<file path="src/rtl/pressure_abnormality_monitor.sv">
// Pressure abnormality monitor: persistence-qualified high/low alarm with hysteresis.
// Optional sticky alarm enabled by defining PRESSURE_ALARM_LATCH_EN.
module pressure_abnormality_monitor #(
  parameter int WIDTH   = 6,
  parameter int LOW_TH  = 8,
  parameter int HIGH_TH = 42,
  parameter int HYST    = 2,
  parameter int PERSIST = 3,
  parameter int EVT_W   = 8
) (
  input  logic             clk,
  input  logic             rstN,
  input  logic [WIDTH-1:0] pressureData,
  input  logic             sampleValid,
  input  logic             alarmAck,
  output logic             pressureAbnormality,
  output logic             abnormalHigh,
  output logic             abnormalLow,
  output logic             alarmLatched,
  output logic [EVT_W-1:0] eventCount
);

  localparam int CW = $clog2(PERSIST + 1);
  localparam logic [CW-1:0] CNT_MAX = CW'(PERSIST);
  localparam logic [CW-1:0] CNT_ONE = CW'(1);
  localparam logic [WIDTH-1:0] HI_V = WIDTH'(HIGH_TH);
  localparam logic [WIDTH-1:0] LO_V = WIDTH'(LOW_TH);
  localparam logic [WIDTH-1:0] SAFE_LO = WIDTH'(LOW_TH + HYST);
  localparam logic [WIDTH-1:0] SAFE_HI = WIDTH'(HIGH_TH - HYST);

  if (LOW_TH + HYST > HIGH_TH - HYST) begin : gBadBand
    $fatal(1, "safe band is empty");
  end
  if (PERSIST < 1) begin : gBadPersist
    $fatal(1, "PERSIST must be at least 1");
  end
  if (HIGH_TH >= (1 << WIDTH)) begin : gBadHigh
    $fatal(1, "HIGH_TH does not fit in WIDTH");
  end

  typedef enum logic [2:0] {
    NORMAL,
    PEND_HIGH,
    PEND_LOW,
    ABN_HIGH,
    ABN_LOW
  } state_t;

  state_t state;
  logic [CW-1:0] cnt;
  logic [CW-1:0] cntInc;
  logic [CW-1:0] hiCnt;
  logic [CW-1:0] loCnt;
  logic [EVT_W-1:0] evtNext;
  logic isHi;
  logic isLo;
  logic isSafe;
  logic pending;
  logic enterAbn;

  // Classify the sample and precompute the pending-count candidates.
  always_comb begin
    isHi = pressureData > HI_V;
    isLo = pressureData < LO_V;
    isSafe = (pressureData >= SAFE_LO) && (pressureData <= SAFE_HI);
    cntInc = cnt + CNT_ONE;
    hiCnt = (state == PEND_HIGH) ? cntInc : CNT_ONE;
    loCnt = (state == PEND_LOW) ? cntInc : CNT_ONE;
    pending = (state == NORMAL) || (state == PEND_HIGH) || (state == PEND_LOW);
    enterAbn = sampleValid && pending &&
               ((isHi && hiCnt == CNT_MAX) || (isLo && loCnt == CNT_MAX));
    evtNext = (eventCount == '1) ? eventCount : eventCount + EVT_W'(1);
  end

  // Persistence FSM and saturating episode counter.
  always_ff @(posedge clk) begin
    if (!rstN) begin
      state <= NORMAL;
      cnt <= '0;
      eventCount <= '0;
    end else if (sampleValid) begin
      unique case (state)
        NORMAL, PEND_HIGH, PEND_LOW: begin
          unique case (1'b1)
            isHi: begin
              if (hiCnt == CNT_MAX) begin
                state <= ABN_HIGH;
                cnt <= '0;
                eventCount <= evtNext;
              end else begin
                state <= PEND_HIGH;
                cnt <= hiCnt;
              end
            end
            isLo: begin
              if (loCnt == CNT_MAX) begin
                state <= ABN_LOW;
                cnt <= '0;
                eventCount <= evtNext;
              end else begin
                state <= PEND_LOW;
                cnt <= loCnt;
              end
            end
            default: begin
              state <= NORMAL;
              cnt <= '0;
            end
          endcase
        end
        ABN_HIGH: begin
          unique case (1'b1)
            isSafe: begin
              if (cntInc == CNT_MAX) begin
                state <= NORMAL;
                cnt <= '0;
              end else begin
                cnt <= cntInc;
              end
            end
            isLo: begin
              state <= ABN_LOW;
              cnt <= '0;
            end
            default: cnt <= '0;
          endcase
        end
        ABN_LOW: begin
          unique case (1'b1)
            isSafe: begin
              if (cntInc == CNT_MAX) begin
                state <= NORMAL;
                cnt <= '0;
              end else begin
                cnt <= cntInc;
              end
            end
            isHi: begin
              state <= ABN_HIGH;
              cnt <= '0;
            end
            default: cnt <= '0;
          endcase
        end
        default: begin
          state <= NORMAL;
          cnt <= '0;
        end
      endcase
    end
  end

  assign abnormalHigh = (state == ABN_HIGH);
  assign abnormalLow = (state == ABN_LOW);
  assign pressureAbnormality = abnormalHigh | abnormalLow;

`ifdef PRESSURE_ALARM_LATCH_EN
  logic latchQ;

  // Sticky alarm: entry beats a same-edge ack; ack only clears once recovered.
  always_ff @(posedge clk) begin
    if (!rstN) begin
      latchQ <= 1'b0;
    end else if (enterAbn) begin
      latchQ <= 1'b1;
    end else if (alarmAck && !pressureAbnormality) begin
      latchQ <= 1'b0;
    end
  end

  assign alarmLatched = latchQ;
`else
  // Ack has no effect in this build; the alarm simply follows the state.
  assign alarmLatched = pressureAbnormality | (alarmAck & 1'b0) | (enterAbn & 1'b0);
`endif

endmodule

</file>
<file path="config.mk">
export PLATFORM = sky130hd
export DESIGN_NAME = pressure_abnormality_monitor
export DESIGN_NICKNAME = d
export VERILOG_FILES = /design/src/rtl/pressure_abnormality_monitor.sv
export SDC_FILE = /design/constraint.sdc
export NUM_CORES = 1
export LEC_CHECK = 0
export CAP_MARGIN = 20
export CORE_MARGIN = 2
export CORE_UTILIZATION = 52
export DETAILED_ROUTE_END_ITERATION = 10
export PLACE_DENSITY = 0.88
export SYNTH_ARGS = -nofsm -noshare
export SYNTH_HDL_FRONTEND = slang
export SYNTH_SLANG_ARGS = --single-unit
</file>
<file path="constraint.sdc">
create_clock -name clk -period 3.1 [get_ports clk]
set_input_delay 0.93 -clock clk [delete_from_list [all_inputs] [get_ports clk]]
set_output_delay 0.93 -clock clk [all_outputs]
set_load 0.005 [all_outputs]
</file>
==> results of run 1 <==
worst max-delay path: stages (launching register included):
cell             delay (ns)
dfxtp_1                0.52
nor3b_1                0.36
nand2b_1               0.23
clkdlybuf4s50_1        0.53
cell usage after synthesis (2+ instances only):
master	number	area share, %
a211oi_1	2	1.6
a21oi_1	13	6.9
a31oi_1	2	1.3
buf_2	2	1.1
buf_4	2	1.6
clkbuf_1	2	0.80
dfxtp_1	13	28
ha_1	4	5.3
inv_1	8	3.2
nand2_1	8	3.2
nand2b_1	2	1.3
nand3_1	6	3.2
nand3b_1	2	1.6
nor2_1	4	1.6
nor3_1	6	3.2
o21ai_0	8	4.2
o21ai_1	4	2.1
o31ai_1	3	2.4
or3_1	5	3.3
or4_1	3	2.4
power by group:
group / total, uW / internal [uW] / leakage (uW) / switching [uW]
combinational: 81.0 / 38.3 / 0.000292 / 42.7
sequential: 180 / 172 / 0.000106 / 8.41
clock: 104 / 47.9 / 0.0000177 / 56.3
logic make-up after synthesis:
logic type,count (synthesis),share of synthesized area [%]
simple gates,45,28.6
fa+ha+maj,4,5.31
compound gates,43,30.5
xor+xnor,1,0.930
flops,13,27.6
buf+inv,15,7.04
layout make-up:
cell class,count,area share [%]
multi-input combinational,93,50.7
tap,25,2.58
timing repair buffer,26,20.2
clock buffer,3,1.86
clock inverter,1,0.412
sequential,13,21.4
inverter,9,2.78
worst paths after layout:
kind	start	to	slack [ns]
max reg2reg	cnt[0]	eventCount[3]	0.61
max	state[2]	pressureAbnormality	0.24
min reg2reg	eventCount[5]	eventCount[5]	0.50
min	eventCount[5]	eventCount[5]	0.50
per-layer routing:
metal	global-route usage [%]	vias to the layer above
met5	0	-
li1	-	506
met4	1.71	0
met2	41.1	37
met3	5.88	2
met1	33.6	479
registers in the layout, indices dropped and copies added, names as in the netlist:
register / count
cnt: 2
eventCount: 8
state: 3
layout by cell type, fill, tap and decap left out, types with 2 or more instances in the layout:
cell | Yosys | final
nand3_1 | 6 | 6
o21ai_0 | 8 | 8
buf_4 | 2 | 6
a21oi_1 | 13 | 13
clkbuf_4 | 0 | 3
inv_1 | 8 | 8
nand3b_1 | 2 | 2
a31oi_1 | 2 | 2
nand2b_1 | 2 | 2
nand2_1 | 8 | 8
dfxtp_1 | 13 | 13
o31ai_1 | 3 | 3
nor3_1 | 6 | 6
a211oi_1 | 2 | 2
ha_1 | 4 | 4
or3_1 | 5 | 5
clkdlybuf4s50_1 | 0 | 20
o21ai_1 | 4 | 4
nor2_1 | 4 | 4
or4_1 | 3 | 3
metrics by stage:
stage,area [um^2],hold WS [ns],power [uW],util (%)
5_1_grt,1210,0.537,387,71.1
3_5_place_dp,1190,0.494,264,69.5
3_3_place_gp,1190,0.476,260,69.5
6_report,1210,0.504,365,71.1
2_1_floorplan,942,0.477,229,-
4_1_cts,1210,0.505,369,71.1
==> out/summary.txt, run 1 <==
PortBufs - 20
yosys warns - 0
EDFF count, synth - 0
worst rel slew slack - 75.1%
synthesized flop and latch total - 13
Syn Inst Count - 121
total iterations of the first detailed-routing run - 4
WL/cell - 13.8 um
Setup Skew - 0.00371 ns
Iteration-0 DRC Markers - 33
Inst Count DP - 166
gr usage total - 24.7%
Critical Path AT - 1.93 ns
DRC viols - 0
die height - 46.6 um
synthesized area - 942 um^2
RSZ-0062 raised after global routing - no
CTS hold repair buffers - 0
Final Hold Fails - 0
hold path depth - 2
Place WS - 0.190 ns
placer congestion estimate - 0.833
Num CTS Buffers - 3
Critical Path Fanout Max - 11
library cells used by synthesis - 42
Worst-path clk slew - 0.08 ns
CTS Sinks - 13
Clock Latency Late Sink - 0.28 ns
Avg Inst Size Synth - 7.79 um^2
pin count of the biggest net entering global routing - 14
number of global-route vias before repair - 887
vias per cell - 6.02
die footprint - 2170 um^2
Core ar. - 1710 um^2
Worst VDD drop - 0.000283 V
Final Instance Count excl. Fillers - 170
Final period util - 92.2%
Seq. cell area - 260 um^2
initial antenna violation count - 0
Rows - 15
Final WS setup - 0.242 ns
Worst Setup End Kind - primary output
syn_nets - 135
Max Fclk - 350 MHz
Critical Path RT - 2.17 ns
Hold Crit Class - reg2reg
TritonCTS clock tree - done
Worst Tran Pin Value - 0.374 ns
initial core utilization - 55.2%
TNS Setup - 0 ns
# diodes - 0
cts repair resizes - 0
highest metal used - met4
Startpoint Class - register
Leak - 0.000416 uW
FFs w/ async S/R, synth - 0%
Crit Path Category - reg2out
fraction of layout cells with a size suffix above 1 - 11.7%
R2R depth - 8
fillers - 140
Period minus WS final - 2.86 ns
Max Cap Viol - 0
Vias - 1024
CTS Root Buffer Type - clkbuf_4
P&R area growth vs syn - 28.8%
setup violators final - 0
# H-tree levels - 1
Nets - 160
clock tree buffer depth - 2
Pins Over Slew Limit - 0
status - finished clean
top_reg_cell synth - dfxtp_1
multi-input logic area - 616 um^2
I/O pins - 22
metal3 WL - 170 um
global route total overflow - 0
routed length on met1 - 1050 um
Routed Antenna Nets - 0
sequential-to-total area share from yosys stat - 27.6%
total length of routed wires - 2350 um
# Post-CTS Setup Buffers - 0
Power Dens Cells - 301 nW/um^2
met2 WL post-DR - 1120 um
hpwl dp - 1790 um
die span in x - 46.6 um
first-pass GRT wire length - 3870 um
Power figures use the tool's default switching activity.
==> inputs of run 2 (changes only) <==
Settings changed: CORE_ASPECT_RATIO set to 1.5, CORE_UTILIZATION 52 to 40, HOLD_SLACK_MARGIN set to 0.06, PLACE_DENSITY 0.88 to 0.71.
==> out/summary.txt, run 2 (synthesis gave the netlist of run 1 again) <==
Finished Cell Area - 1220 um^2
vias per cell - 5.91
fraction of layout cells with a size suffix above 1 - 12.2%
# diodes - 0
Clock Latency Late Sink - 0.28 ns
initial core utilization - 42.2%
launch point of the worst reg-to-reg path - cnt[0]
TritonCTS clock tree - done
Num CTS Buffers - 3
TNS Setup - 0 ns
Worst Tran Pin Value - 0.350 ns
NetSw - 110 uW
Routed Antenna Nets - 0
RSZ-0062 raised after global routing - no
DRC viols - 0
CTS hold repair buffers - 0
Power Dens Cells - 302 nW/um^2
max reg flops - 8
# Post-CTS Setup Buffers - 0
Nets - 162
Rows - 21
commonest non-fill, non-tap cell in the layout - clkdlybuf4s50_1
CP startpoint - state[0]
Critical Path Fanout Max - 11
Leak - 0.000423 uW
Switching Fraction - 29.6%
die height - 63.4 um
Clock power frac - 29.3%
number of global-route vias before repair - 943
initial antenna violation count - 0
Pins Over Slew Limit - 0
Worst VDD drop - 0.000181 V
Inst Count DP - 166
placer congestion estimate - 0.938
die span in x - 43.6 um
Gate power share - 22.2%
Max Cap Viol - 0
Worst Setup End Kind - primary output
cts repair resizes - 0
Int Power - 261 uW
PortBufs - 20
WL/cell - 13.7 um
total length of routed wires - 2320 um
I/O pins - 22
Max Fclk - 364 MHz
Startpoint Class - register
Crit Path Category - reg2out
die footprint - 2770 um^2
first-pass GRT wire length - 3970 um
P&R area growth vs syn - 30.0%
commonest non-fill, non-tap cells in the layout - clkdlybuf4s50_1, a21oi_1, dfxtp_1
# H-tree levels - 1
fillers - 199
FF-to-FF setup slack - 0.66 ns
pin count of the biggest net entering global routing - 14
Vias - 1005
Core ar. - 2230 um^2
Seq pwr share - 48.5%
Worst-path clk slew - 0.08 ns
Final Hold Fails - 0
Hold Crit Class - reg2reg
min-delay src - eventCount[7]
CTS Root Buffer Type - clkbuf_4
Area after DPL - 1200 um^2
hold_ws - 0.504 ns
Final WS setup - 0.352 ns
Iteration-0 DRC Markers - 18
Critical Path RT - 2.17 ns
CTS Sinks - 13
largest registers - eventCount: 8 flops, state: 3 flops, cnt: 2 flops
Critical Path AT - 1.82 ns
status - finished clean
global route total overflow - 0
setup violators final - 0
Final period util - 88.6%
Final Instance Count excl. Fillers - 170
Top reg by flops - eventCount
Setup Skew - 0.00374 ns
worst rel slew slack - 76.5%
total iterations of the first detailed-routing run - 4
Period minus WS final - 2.75 ns
gr usage total - 18.3%
Place WS - 0.209 ns
clock tree buffer depth - 2
hpwl dp - 1850 um
run 2: worst max-delay path: stages, from the launching register on:
cell and delay [ns]:
dfxtp_1 0.42, nor3b_1 0.36, nand2b_1 0.23, clkdlybuf4s50_1 0.53
run 2: final timing paths:
kind | to | depth (start not counted)
min | eventCount[7] | 2
max | alarmLatched | 3
max reg2reg | eventCount[3] | 8
min reg2reg | eventCount[7] | 2
run 2: power by group through the flow:
stage | logic (uW) | clock network (uW) | registers (uW)
after floorplan | 49.4 | 0 | 180
after CTS | 81.9 | 113 | 179
final | 82.2 | 109 | 180
after detailed placement | 81.8 | 0 | 183
after global routing | 91.0 | 123 | 181
after global placement | 79.4 | 0 | 183
run 2: through the flow:
step	power (uW)	util, %
detailed placement	265	53.7
global route	395	54.8
floorplan	229	-
finish	370	54.8
global placement	263	53.7
CTS	374	54.8
run 2: cell type report:
class | count | area (um^2) | share of cell area, %
clock buffer | 4 | 26.3 | 2.15
tap | 23 | 28.8 | 2.35
multi-input combinational | 93 | 616 | 50.3
inverter | 9 | 33.8 | 2.76
timing repair buffer | 28 | 260 | 21.2
sequential | 13 | 260 | 21.2
run 2: metal layers:
layer	GRT usage (%)	vias to the layer above	share of wire (%)
li1	-	508	-
met1	19.1	464	41
met2	33.5	25	53
met3	2.87	8	3.2
met4	8.71	0	2.5
met5	0	-	0
